### src/rtl/seg7_scan_ctrl_if.sv
// Bus bundle between a host and the 7-segment scan controller.
// The host drives data/strobes; the controller drives anodes, segments and status.
interface seg7_scan_ctrl_if #(
    parameter int NUM_DIGITS = 4
);
    logic                      ENABLE;
    logic                      LOAD;
    logic [4*NUM_DIGITS-1:0]   DATA_IN;
    logic [NUM_DIGITS-1:0]     DP_IN;
    logic [NUM_DIGITS-1:0]     AN;
    logic [7:0]                SEG;
    logic                      FRAME_DONE;
    logic                      PENDING;

    modport master (
        output ENABLE, LOAD, DATA_IN, DP_IN,
        input  AN, SEG, FRAME_DONE, PENDING
    );

    modport slave (
        input  ENABLE, LOAD, DATA_IN, DP_IN,
        output AN, SEG, FRAME_DONE, PENDING
    );
endinterface

### src/rtl/seg7_scan_ctrl.sv
// Time-multiplexed scan controller for a common-anode 7-segment display with
// built-in prescaler, inter-digit blanking and frame-synchronous double buffering.
module seg7_scan_ctrl #(
    parameter int NUM_DIGITS   = 4,
    parameter int DIV          = 20000,
    parameter int BLANK_CYCLES = 16
) (
    input  logic             CLK,
    input  logic             RST,
    seg7_scan_ctrl_if.slave  bus
);

    localparam int IDX_W  = $clog2(NUM_DIGITS);
    localparam int CNT_W  = $clog2(DIV);
    localparam int BCNT_W = $clog2(BLANK_CYCLES + 1);

    localparam logic [IDX_W-1:0]  IDX_LAST  = IDX_W'(NUM_DIGITS - 1);
    localparam logic [CNT_W-1:0]  CNT_LAST  = CNT_W'(DIV - 1);
    localparam logic [BCNT_W-1:0] BCNT_LAST = BCNT_W'(BLANK_CYCLES - 1);

    typedef enum logic [1:0] {
        OFF   = 2'd0,
        SHOW  = 2'd1,
        BLANK = 2'd2
    } state_t;

    state_t                   state_q, state_d;
    logic [IDX_W-1:0]         idx_q, idx_d;
    logic [CNT_W-1:0]         cnt_q, cnt_d;
    logic [BCNT_W-1:0]        bcnt_q, bcnt_d;

    logic [4*NUM_DIGITS-1:0]  active_data_q, active_data_d;
    logic [NUM_DIGITS-1:0]    active_dp_q, active_dp_d;
    logic [4*NUM_DIGITS-1:0]  shadow_data_q, shadow_data_d;
    logic [NUM_DIGITS-1:0]    shadow_dp_q, shadow_dp_d;
    logic                     pending_q, pending_d;

    logic [NUM_DIGITS-1:0]    an_q, an_d;
    logic [7:0]               seg_q, seg_d;
    logic                     frame_done_q, frame_done_d;
    logic                     commit;

    // Active-low segment pattern (g..a) for one hex nibble.
    function automatic logic [6:0] hex_to_seg(input logic [3:0] nib);
        logic [6:0] s;
        case (nib)
            4'h0: s = 7'h40;
            4'h1: s = 7'h79;
            4'h2: s = 7'h24;
            4'h3: s = 7'h30;
            4'h4: s = 7'h19;
            4'h5: s = 7'h12;
            4'h6: s = 7'h02;
            4'h7: s = 7'h78;
            4'h8: s = 7'h00;
            4'h9: s = 7'h10;
            4'hA: s = 7'h08;
            4'hB: s = 7'h03;
            4'hC: s = 7'h46;
            4'hD: s = 7'h21;
            4'hE: s = 7'h06;
            default: s = 7'h0E;
        endcase
        return s;
    endfunction

    always_ff @(posedge CLK or posedge RST) begin
        if (RST) begin
            state_q       <= OFF;
            idx_q         <= '0;
            cnt_q         <= '0;
            bcnt_q        <= '0;
            active_data_q <= '0;
            active_dp_q   <= '0;
            shadow_data_q <= '0;
            shadow_dp_q   <= '0;
            pending_q     <= 1'b0;
            an_q          <= '1;
            seg_q         <= 8'hFF;
            frame_done_q  <= 1'b0;
        end else begin
            state_q       <= state_d;
            idx_q         <= idx_d;
            cnt_q         <= cnt_d;
            bcnt_q        <= bcnt_d;
            active_data_q <= active_data_d;
            active_dp_q   <= active_dp_d;
            shadow_data_q <= shadow_data_d;
            shadow_dp_q   <= shadow_dp_d;
            pending_q     <= pending_d;
            an_q          <= an_d;
            seg_q         <= seg_d;
            frame_done_q  <= frame_done_d;
        end
    end

    always_comb begin
        state_d      = state_q;
        idx_d        = idx_q;
        cnt_d        = cnt_q;
        bcnt_d       = bcnt_q;
        frame_done_d = 1'b0;
        commit       = 1'b0;

        case (state_q)
            OFF: begin
                idx_d  = '0;
                cnt_d  = '0;
                bcnt_d = '0;
                commit = pending_q;
                if (bus.ENABLE) begin
                    state_d = SHOW;
                end
            end
            SHOW: begin
                if (!bus.ENABLE) begin
                    state_d = OFF;
                    idx_d   = '0;
                    cnt_d   = '0;
                    bcnt_d  = '0;
                end else if (cnt_q == CNT_LAST) begin
                    cnt_d   = '0;
                    state_d = BLANK;
                end else begin
                    cnt_d = cnt_q + 1'b1;
                end
            end
            BLANK: begin
                // Dropping ENABLE here aborts the frame without a commit or FRAME_DONE.
                if (!bus.ENABLE) begin
                    state_d = OFF;
                    idx_d   = '0;
                    cnt_d   = '0;
                    bcnt_d  = '0;
                end else if (bcnt_q == BCNT_LAST) begin
                    bcnt_d  = '0;
                    state_d = SHOW;
                    if (idx_q == IDX_LAST) begin
                        idx_d        = '0;
                        frame_done_d = 1'b1;
                        commit       = pending_q;
                    end else begin
                        idx_d = idx_q + 1'b1;
                    end
                end else begin
                    bcnt_d = bcnt_q + 1'b1;
                end
            end
            default: begin
                state_d = OFF;
                idx_d   = '0;
                cnt_d   = '0;
                bcnt_d  = '0;
            end
        endcase

        // Commit reads the old shadow, so a LOAD on the same edge stays pending.
        active_data_d = commit ? shadow_data_q : active_data_q;
        active_dp_d   = commit ? shadow_dp_q   : active_dp_q;
        shadow_data_d = bus.LOAD ? bus.DATA_IN : shadow_data_q;
        shadow_dp_d   = bus.LOAD ? bus.DP_IN   : shadow_dp_q;
        pending_d     = bus.LOAD | (pending_q & ~commit);

        an_d  = '1;
        seg_d = 8'hFF;
        if (state_d == SHOW) begin
            for (int i = 0; i < NUM_DIGITS; i++) begin
                an_d[i] = (idx_d != IDX_W'(i));
            end
            seg_d = {~active_dp_d[idx_d],
                     hex_to_seg(active_data_d[{idx_d, 2'b00} +: 4])};
        end
    end

    assign bus.AN         = an_q;
    assign bus.SEG        = seg_q;
    assign bus.FRAME_DONE = frame_done_q;
    assign bus.PENDING    = pending_q;

endmodule

### src/flat_wrapper.sv
// flat-port wrapper written by rule: the top's interface ports become plain ports
module seg7_scan_ctrl_flat 
#(
    parameter int NUM_DIGITS   = 4,
    parameter int DIV          = 20000,
    parameter int BLANK_CYCLES = 16
)
  (CLK, RST, bus_ENABLE, bus_LOAD, bus_DATA_IN, bus_DP_IN, bus_AN, bus_SEG, bus_FRAME_DONE, bus_PENDING);
  seg7_scan_ctrl_if #(.NUM_DIGITS(NUM_DIGITS)) bus_i ();
  input  logic CLK;
  input  logic RST;
  input wire logic [$bits(bus_i.ENABLE)-1:0] bus_ENABLE;
  input wire logic [$bits(bus_i.LOAD)-1:0] bus_LOAD;
  input wire logic [$bits(bus_i.DATA_IN)-1:0] bus_DATA_IN;
  input wire logic [$bits(bus_i.DP_IN)-1:0] bus_DP_IN;
  output wire logic [$bits(bus_i.AN)-1:0] bus_AN;
  output wire logic [$bits(bus_i.SEG)-1:0] bus_SEG;
  output wire logic [$bits(bus_i.FRAME_DONE)-1:0] bus_FRAME_DONE;
  output wire logic [$bits(bus_i.PENDING)-1:0] bus_PENDING;
  assign bus_i.ENABLE = bus_ENABLE;
  assign bus_i.LOAD = bus_LOAD;
  assign bus_i.DATA_IN = bus_DATA_IN;
  assign bus_i.DP_IN = bus_DP_IN;
  assign bus_AN = bus_i.AN;
  assign bus_SEG = bus_i.SEG;
  assign bus_FRAME_DONE = bus_i.FRAME_DONE;
  assign bus_PENDING = bus_i.PENDING;
  seg7_scan_ctrl #(.NUM_DIGITS(NUM_DIGITS), .DIV(DIV), .BLANK_CYCLES(BLANK_CYCLES)) u_core (.CLK(CLK), .RST(RST), .bus(bus_i));
endmodule
### config.mk
export PLATFORM = sky130hd
export DESIGN_NAME = seg7_scan_ctrl_flat
export DESIGN_NICKNAME = d
export VERILOG_FILES = /design/src/rtl/seg7_scan_ctrl_if.sv /design/src/rtl/seg7_scan_ctrl.sv /design/src/flat_wrapper.sv
export SDC_FILE = /design/constraint.sdc
export NUM_CORES = 1
export LEC_CHECK = 0
export ABC_AREA = 1
export CAP_MARGIN = 25
export CORE_UTILIZATION = 55
export CTS_CLUSTER_SIZE = 8
export DETAILED_ROUTE_END_ITERATION = 16
export GPL_TIMING_DRIVEN = 0
export PLACE_DENSITY = 0.86
export RECOVER_POWER = 50
export SKIP_CTS_REPAIR_TIMING = 1
export SYNTH_ARGS = -nofsm -noshare
export SYNTH_HDL_FRONTEND = slang
export SYNTH_SLANG_ARGS = --single-unit
### constraint.sdc
create_clock -name CLK -period 6.1 [get_ports CLK]
set_input_delay 0.61 -clock CLK [delete_from_list [all_inputs] [get_ports CLK]]
set_output_delay 0.61 -clock CLK [all_outputs]
set_load 0.02 [all_outputs]
# Word level (Yosys, flattened, before mapping)

Memories as Yosys holds them, arrays and structs flattened.
Cells that the tools add are included.

Register bits: 78
ROM bits: 112
Bits of input ports: 24
Output and inout bits: 14
Word-level logic and storage cells: 68
Memories kept: 1

Add/subtract/negate cells: 3
$lt $le $gt $ge: 1
Equal/unequal tests: 11
Shifts and indexed selects: 1
Mux-type cells: 33
Bitwise logic cells: 4
Reduce and logical (&&, ||, !) cells: 2

Memories:

| memory           | depth | width | read ports | clocked after Yosys merged registers in | write ports | line                 | text |
|---|---|---|---|---|---|---|---|
| (name not given) | 16    | 7     | 1          | 0                                       | 0           | seg7_scan_ctrl.sv:46 | `case (nib)` |

Operators by type and width:

| cell                                                                     | count |
|---|---|
| 15-bit two-way mux                                                       | 3 |
| 15-bit one-hot mux with 2 select lines                                   | 1 |
| 2-bit two-way mux                                                        | 9 |
| 16-bit two-way mux                                                       | 1 |
| 16-bit by 5-bit variable part select with 4-bit output                   | 1 |
| 15-bit by 1-bit adder with 15-bit output (second input constant)         | 1 |
| 15-bit equality test (second input constant)                             | 1 |
| 5-bit two-way mux                                                        | 3 |
| 5-bit one-hot mux with 2 select lines                                    | 1 |
| 1-bit two-way mux                                                        | 8 |
| 4-bit two-way mux                                                        | 2 |
| 8-bit two-way mux                                                        | 1 |
| 2-bit inequality test (second input constant)                            | 4 |
| 2-bit one-hot mux with 3 select lines                                    | 1 |
| 5-bit by 1-bit adder with 5-bit output (second input constant)           | 1 |
| 5-bit by 4-bit equality test with 1-bit output (second input constant)   | 1 |
| 2-bit by 1-bit equality test with 1-bit output (second input constant)   | 2 |
| 2-bit equality test (second input constant)                              | 2 |
| 2-bit one-hot mux with 2 select lines                                    | 1 |
| 2-bit by 3-bit < comparator with 1-bit output (second input constant)    | 1 |
| 2-bit by 1-bit adder with 2-bit output (second input constant)           | 1 |
| 1-bit binary-select mux with 2-bit select                                | 1 |
| 2-bit logical NOT                                                        | 1 |
| 2-bit by 1-bit inequality test with 1-bit output (second input constant) | 1 |
| 5 further kinds                                                          | 6 |

# Depth between registers and ports, before layout

Gate-level depths: netlist of the first run.

Depth after elaboration: 10
Mapped depth: 20
Gate-level depth less buffers: 18

# Least setup slack after synthesis of the first run

Ideal clock, no wire load.

Kind: register to register
Start point: register u_core.state_q[0]
End point: register u_core.seg_q[0] (netlist: u_core.bus.SEG[0])
Setup time: 0.096 ns
Data arrival time: 2.178 ns
Data required time: 6.004 ns
Slack: 3.826 ns
Cell stages (with the launch flop): 20
Path buffers: 1
Period minus slack after synthesis: 2.274 ns
Path through: dfrtp_1 > inv_1 > ha_1 > nand2_2 > nor2_1 > nand2_1 > nand2_2 > nand2_2 > buf_2 > nand2_1 > nand2_1 > nand3_1 > nand2_1 > nor2_2 > inv_1 > ha_1 > nand3_1 > nand2_1 > nand2_1 > nand3_1

Longest elaborated chain between the ends: 6
Elaborated cells on any way between the ends: 16
Classes of those cells: eq/ne: 3; shift: 1; mux: 10; reduce/logical: 1; memory: 1

Ends and longest elaborated chain:

| element                                                         | line                  | text |
|---|---|---|
| start, declared                                                 | seg7_scan_ctrl.sv:27  | `state_t state_q, state_d;` |
| start signal, assigned                                          | seg7_scan_ctrl.sv:82  | `state_q <= state_d;` |
| 2-bit equality test / 2-bit logical NOT (equally long branches) | seg7_scan_ctrl.sv:105 | `case (state_q)` |
| 1-bit one-hot mux with 2 select lines (*)                       | seg7_scan_ctrl.sv:105 |  |
| 16-bit two-way mux (*)                                          | seg7_scan_ctrl.sv:158 | `active_data_d = commit ? shadow_data_q : active_data_q;` |
| net u_core.active_data_d[1]                                     | seg7_scan_ctrl.sv:32  | `logic [4*NUM_DIGITS-1:0] active_data_q, active_data_d;` |
| 16-bit by 5-bit variable part select with 4-bit output (*)      | seg7_scan_ctrl.sv:171 | `hex_to_seg(active_data_d[{idx_d, 2'b00} +: 4])};` |
| memory read 16 x 7 bit (*)                                      | -                     |  |
| 8-bit two-way mux (*)                                           | seg7_scan_ctrl.sv:166 | `if (state_d == SHOW) begin` |
| net u_core.seg_d[0]                                             | seg7_scan_ctrl.sv:39  | `logic [7:0] seg_q, seg_d;` |
| end signal, assigned                                            | seg7_scan_ctrl.sv:92  | `seg_q <= seg_d;` |
| end, declared                                                   | seg7_scan_ctrl.sv:39  |  |

The timed path passes the listed nets; every way through them passes the cells marked *.
A chain may end at the register's enable or synchronous reset.

==> impl_metrics.tcl, run 1 <==
set metrics [dict create \
    ant_nets 0 \
    core_mm2 0.00691 \
    dr.pass1.iters 4 \
    start_util 0.577 \
    via_per_inst 5.13 \
    critPathKind "in2async" \
    fmax_ghz 0.266 \
    port_buffers 36 \
    placed_area_mm2 0.00449 \
    wirelength_um 8140 \
    htreeDepth 3 \
    crit_arrival_ns 3.74 \
    ys_warn_count 0 \
    synth_top_area_frac 0.414 \
    irDropWorstVdd_v 0.000198 \
    path_depth 3 \
    synthTopCellsByCount "nand2_1 (146), dfrtp_1 (66), inv_1 (64)" \
    diodes 0 \
    relSlewSlack -0.582 \
    cp-startpoint "RST" \
    cp.required_ns 6.08 \
    endpoint_kind "async pin" \
    track_usage 0.240 \
    max_stage_delay_ns 1.75 \
    cts-root-buf "clkbuf_8" \
    r2r_start "u_core.state_q[0]" \
    yosysSeqAreaShare 0.493 \
    hold_start "u_core.active_data_q[1]" \
    gr-total-overflow 0 \
    min_path_type "reg2reg" \
    drtIter0Drc 174 \
    synth.ff_latch_count 78 \
    nNetsFinal 571 \
    leakagePower_nw 2.26 \
    drive_above_1_share 0.135 \
    n_fill_cell 557 \
    finalHoldViolations 0 \
    grt_pass1_vias 3180 \
    cp.buffers_inverters 3 \
    clock_latency_ns 0.36 \
    route.detailed.drc 0 \
    vias 3257 \
    syn-cell-area_mm2 0.00399 \
    cts_sinks 78 \
    fin_setup_tns_ns 0 \
    core.rowCount 30 \
    die_x_um 87.1 \
    cts_buffers 9 \
    synth_most_common_cell "nand2_1" \
    clk_path_buf_depth 2 \
    start_kind "primary input" \
    worstPathCellList "dlygate4sd3_1 > clkinvlp_2 > clkbuf_1" \
    die_area_mm2 0.00759 \
    reg2reg_slack_ns 3.38 \
    ioPinCount 38 \
    ys_async_sr_fraction 1.00 \
    cts.reportedPaths.clkPinSlew_ns 0.08 \
    worstRegToRegCells 19 \
    yosys-top-cells-area "dfrtp_1 (41%), nand2_1 (14%), dfstp_2 (7.9%), inv_1 (6.0%), nand3_1 (5.0%)" \
    dp_cells 619 \
    finClkSkew_ns 0.0104 \
    yosys_most_used_dff "dfrtp_1" \
    area_delta_synth_final_pct 17.7 \
    cap_violations 1 \
    cpMaxStageDelayCell "clkbuf_1" \
    total_power_mw 1.82 \
    syn_nets 523 \
    period_needed_ns 3.76 \
    wl_per_cell_um 12.8 \
    cp_max_fo 46 \
    status "complete, but fails checks" \
    stdcell_count 635 \
    violations "capacitance limit, slew limit" \
    avgSynthCellArea_um2 8.20 \
    synth_area_leader_cell "dfrtp_1" \
    final_area_mm2 0.00469 \
    ys_types 35 \
    slew_violations 47 \
    worst_pin_slew_ns 2.37 \
    rsz0062_at_grt "no" \
    hold-path-endpoint "u_core.active_data_q[1]" \
    synthCells 486 \
    cts_tree "done" \
    dp_hpwl_um 6040 \
    worst_path_dominant_cell_family "buffers and inverters" \
    grt_max_degree 47 \
    power_density_mw_per_mm2 387 \
    r2r-end "u_core.bus.SEG[3]" \
    place_congestion 0.854 \
    finalSetupViolCount 0 \
    die_h_um 87.1 \
    period_share 0.617 \
    min_path_cells 2 \
    antenna_found_initial 0 \
    grt_pass1_wl_um 13900 \
    synth_edf_count 0 \
]
how the worst max path moves through the flow:
stage,end,slack (ns)
after detailed placement,u_core.bus.SEG[3],2.92
after floorplan,u_core.active_data_q[0],3.51
after global placement,u_core.shadow_data_q[12],2.38
after global routing,u_core.active_data_q[8],1.65
final,u_core.shadow_data_q[8],2.34
after CTS,u_core.bus.SEG[3],3.29
cells in the final DEF (no fill, tap or decap), drive strengths merged:
cell / n
bufinv: 2
clkinv: 3
mux2: 5
dfstp: 12
a31o: 1
clkbuf: 15
o22ai: 5
nor3b: 1
a211oi: 1
clkinvlp: 3
o21bai: 1
xor2: 8
nand4: 1
nor2: 33
a21oi: 9
ha: 13
clkdlybuf4s50: 35
dlygate4sd3: 1
dfrtp: 66
nand3: 41
or2: 2
o211ai: 3
o21ai: 33
nor4: 3
nor3: 7
buf: 7
inv: 67
nand2: 161
worst min-delay path, cell delays in order (launching register included):
cell and delay (ns):
dfrtp_1 0.33, nand2_1 0.05, nand2_1 0.08
power breakdown:
part	internal [mW]	total [mW]	switching [mW]
Sequential	0.650	0.689	0.0389
Combinational	0.251	0.700	0.449
Clock	0.231	0.429	0.198
Total	1.13	1.82	0.686
kinds of logic after synthesis:
family	count (synthesis)	share of synthesized area
and+or+nand+nor	249	0.275
buffers and inverters	80	0.0835
DFF	78	0.493
AOI/OAI and AO/OA	53	0.0759
adders and majority gates	13	0.0408
xor gates and xnor gates	8	0.0176
muxes	5	0.0141
state kept, by name, indices dropped and copies added (netlist names):
| name | cells |
|---|---|
| u_core.bus.SEG | 8 |
| u_core.bus.AN | 4 |
| u_core.bus.FRAME_DONE | 1 |
| u_core.bcnt_q | 5 |
| u_core.active_dp_q | 4 |
| u_core.state_q | 2 |
| u_core.shadow_data_q | 16 |
| u_core.shadow_dp_q | 4 |
| u_core.idx_q | 2 |
| u_core.cnt_q | 15 |
| u_core.active_data_q | 16 |
| u_core.bus.PENDING | 1 |
metrics by stage:
step | worst slack, ns | hold slack (ns) | util
final | 2.34 | 0.503 | 0.680
after global routing | 1.65 | 0.512 | 0.680
after CTS | 3.29 | 0.501 | 0.682
after detailed placement | 2.92 | 0.479 | 0.650
after global placement | 2.38 | 0.460 | 0.647
after floorplan | 3.51 | 0.438 | -
layout make-up:
class                      instances  area (um^2)  area share
multi-input combinational        328         1690       0.360
inverter                          68          256      0.0546
tap                               96          120      0.0256
timing repair buffer              37          364      0.0776
sequential                        78         1970       0.419
clock buffer                       9          124      0.0264
buffer                            12         77.6      0.0165
clock inverter                     7         97.6      0.0208
routing by layer:
| layer | global-route usage | wire (um) | vias to the layer above |
|---|---|---|---|
| met4 | 0.0835 | 137 | 0 |
| met1 | 0.304 | 3680 | 1548 |
| met5 | 0 | 0 | - |
| met3 | 0.0597 | 336 | 14 |
| li1 | - | - | 1623 |
| met2 | 0.402 | 3990 | 72 |
(Power assumes the default switching activity.)
==> inputs of run 2 (changes only) <==
--- a/config.mk
+++ b/config.mk
@@ -7,11 +7,11 @@
 export LEC_CHECK = 0
 export ABC_AREA = 1
 export CAP_MARGIN = 25
-export CORE_UTILIZATION = 55
+export CORE_UTILIZATION = 52
 export CTS_CLUSTER_SIZE = 8
 export DETAILED_ROUTE_END_ITERATION = 16
 export GPL_TIMING_DRIVEN = 0
-export PLACE_DENSITY = 0.86
+export PLACE_DENSITY = 0.85
 export RECOVER_POWER = 50
 export SKIP_CTS_REPAIR_TIMING = 1
 export SYNTH_ARGS = -nofsm -noshare
==> constraint.sdc (replaced) <==
create_clock -name CLK -period 3.35 [get_ports CLK]
set_input_delay 0.335 -clock CLK [delete_from_list [all_inputs] [get_ports CLK]]
set_output_delay 0.335 -clock CLK [all_outputs]
set_load 0.02 [all_outputs]
==> run 2 against run 1 <==
  * The flow still finishes with violations (capacitance limit, slew limit)
  * Clock power increased by 86%
  * Core utilization decreased by 3.7 points
  * Worst hold slack got worse by 0.038 ns
  * Sequential power increased by 81%
  * Wire length decreased by 2.8%
  * Worst setup slack got worse by 1.8 ns
  * Power increased by 82%
  * Critical path depth increased by 16
  * Register-to-register slack got worse by 2.8 ns
  * Design area increased by 0.32%
  * Critical path type is now reg2reg
  * Critical endpoint is now u_core.bus.SEG[3]
  * Largest cell class unchanged
  * Highest routed layer unchanged
==> impl_metrics.tcl, run 2 (synthesized netlist as in run 1, its figures left out) <==
set metrics [dict create \
    ant_nets 0 \
    status "complete, but fails checks" \
    vias 3276 \
    fmax_ghz 0.358 \
    cp_max_fo 10 \
    start_kind "flop" \
    dr.pass1.iters 5 \
    endpoint_kind "flop" \
    cp.required_ns 3.61 \
    grt_pass1_wl_um 13300 \
    nNetsFinal 571 \
    ioPinCount 38 \
    fin_setup_tns_ns 0 \
    r2r_start "u_core.state_q[0]" \
    setup_slack_ns 0.557 \
    htreeDepth 3 \
    irDropWorstVdd_v 0.000451 \
    cts_buffers 9 \
    gr-total-overflow 0 \
    multi_input_area_mm2 0.00169 \
    wl_per_cell_um 12.4 \
    dp_worst_setup_slack_ns 0.442 \
    core.rowCount 31 \
    top_regs "u_core.active_data_q: 16 flops, u_core.shadow_data_q: 16 flops, u_core.cnt_q: 15 flops" \
    finalHoldViolations 0 \
    grt_max_degree 43 \
    place_congestion 0.830 \
    core_mm2 0.00733 \
    leakagePower_nw 2.27 \
    stdcell_count 638 \
    die_x_um 89.6 \
    ff_latch_area_mm2 0.00197 \
    wirelength_um 7910 \
    diodes 0 \
    finClkSkew_ns 0.0134 \
    crit_arrival_ns 3.05 \
    relSlewSlack -0.0215 \
    worst_pin_slew_ns 1.52 \
    cts_sinks 78 \
    cts.reportedPaths.clkPinSlew_ns 0.08 \
    final_common_cell "nand2_1" \
    via_per_inst 5.13 \
    cts-root-buf "clkbuf_8" \
    clock_latency_ns 0.36 \
    n_fill_cell 599 \
    track_usage 0.221 \
    dp_hpwl_um 5900 \
    min_path_type "in2reg" \
    dp_cells 622 \
    wl_met2_um 3810 \
    cap_violations 1 \
    final_cell_mix "nand2_1 (146), dfrtp_1 (66), inv_1 (63), nand3_1 (40), clkdlybuf4s50_1 (35)" \
    hold_start "bus_LOAD" \
    port_buffers 36 \
    top_layer_used "met4" \
    clk_path_buf_depth 2 \
    die_area_mm2 0.00802 \
    area_delta_synth_final_pct 18.1 \
    rsz0062_at_grt "no" \
    wl_met1_um 3640 \
    drive_above_1_share 0.137 \
    cp-startpoint "u_core.state_q[0]" \
    start_util 0.544 \
    finalSetupViolCount 0 \
    route.met3.wl_um 321 \
    power_density_mw_per_mm2 704 \
    period_share 0.834 \
    period_needed_ns 2.79 \
    antenna_found_initial 0 \
    route.detailed.drc 0 \
    die_h_um 89.6 \
    cts_tree "done" \
    critPathKind "reg2reg" \
    slew_violations 38 \
    violations "capacitance limit, slew limit" \
    grt_pass1_vias 3078 \
    drtIter0Drc 129 \
]
[run 2: changes by cell type in the layout (fill, tap and decap cells not counted), sizes merged]
cell and delta:
clkinvlp -1, clkbuf +1
[run 2: stage by stage]
| step | power (mW) | hold slack (ns) | cell area, um^2 | utilization |
|---|---|---|---|---|
| CTS | 3.33 | 0.342 | 4730 | 0.645 |
| detailed placement | 2.52 | 0.470 | 4490 | 0.613 |
| global placement | 2.47 | 0.459 | 4470 | 0.610 |
| finish | 3.31 | 0.465 | 4710 | 0.642 |
| global route | 3.55 | 0.484 | 4710 | 0.642 |
| floorplan | 2.16 | 0.438 | 3990 | - |
[run 2: metal layers]
metal | global-route usage | vias up
li1 | - | 1626
met1 | 0.285 | 1542
met2 | 0.355 | 91
met3 | 0.0457 | 17
met4 | 0.110 | 0
met5 | 0 | -
[run 2: final cells by class]
class	instances	area share
Inverter	68	0.0545
Multi-Input combinational cell	328	0.358
Timing Repair Buffer	37	0.0776
Sequential cell	78	0.418
Tap cell	99	0.0263
Clock inverter	6	0.0199
Buffer	12	0.0165
Clock buffer	10	0.0292
[run 2: final timing paths]
check                                     endpoint  slack (ns)  cells after the start
hold / removal             u_core.shadow_data_q[1]        0.47                      2
setup reg to reg                 u_core.bus.SEG[3]        0.56                     19
setup / recovery                 u_core.bus.SEG[3]        0.56                     19
min in group asynchronous    u_core.active_dp_q[0]        0.78                      2
max in group asynchronous  u_core.active_data_q[8]        0.99                      3
hold reg to reg            u_core.active_data_q[1]        0.50                      2
[run 2: report_power, final]
group	leakage (nW)	internal (mW)	switching, mW
sequential	0.966	1.18	0.0713
clock	0.113	0.444	0.355
combinational	1.19	0.455	0.806
[run 2: critical path, cell delays in order (launching register included)]
cell and delay, ns:
dfrtp_1 0.44, inv_1 0.14, ha_1 0.22, nand2_2 0.09
nor2_1 0.10, nand2_1 0.14, nand2_2 0.12, nand2_2 0.06
buf_2 0.18, nand2_1 0.07, nand2_1 0.07, nand3_1 0.07
nand2_1 0.08, nor2_2 0.24, inv_1 0.13, ha_1 0.25
nand2_2 0.09, nand2_1 0.05, nand2_1 0.05, nand3_1 0.07
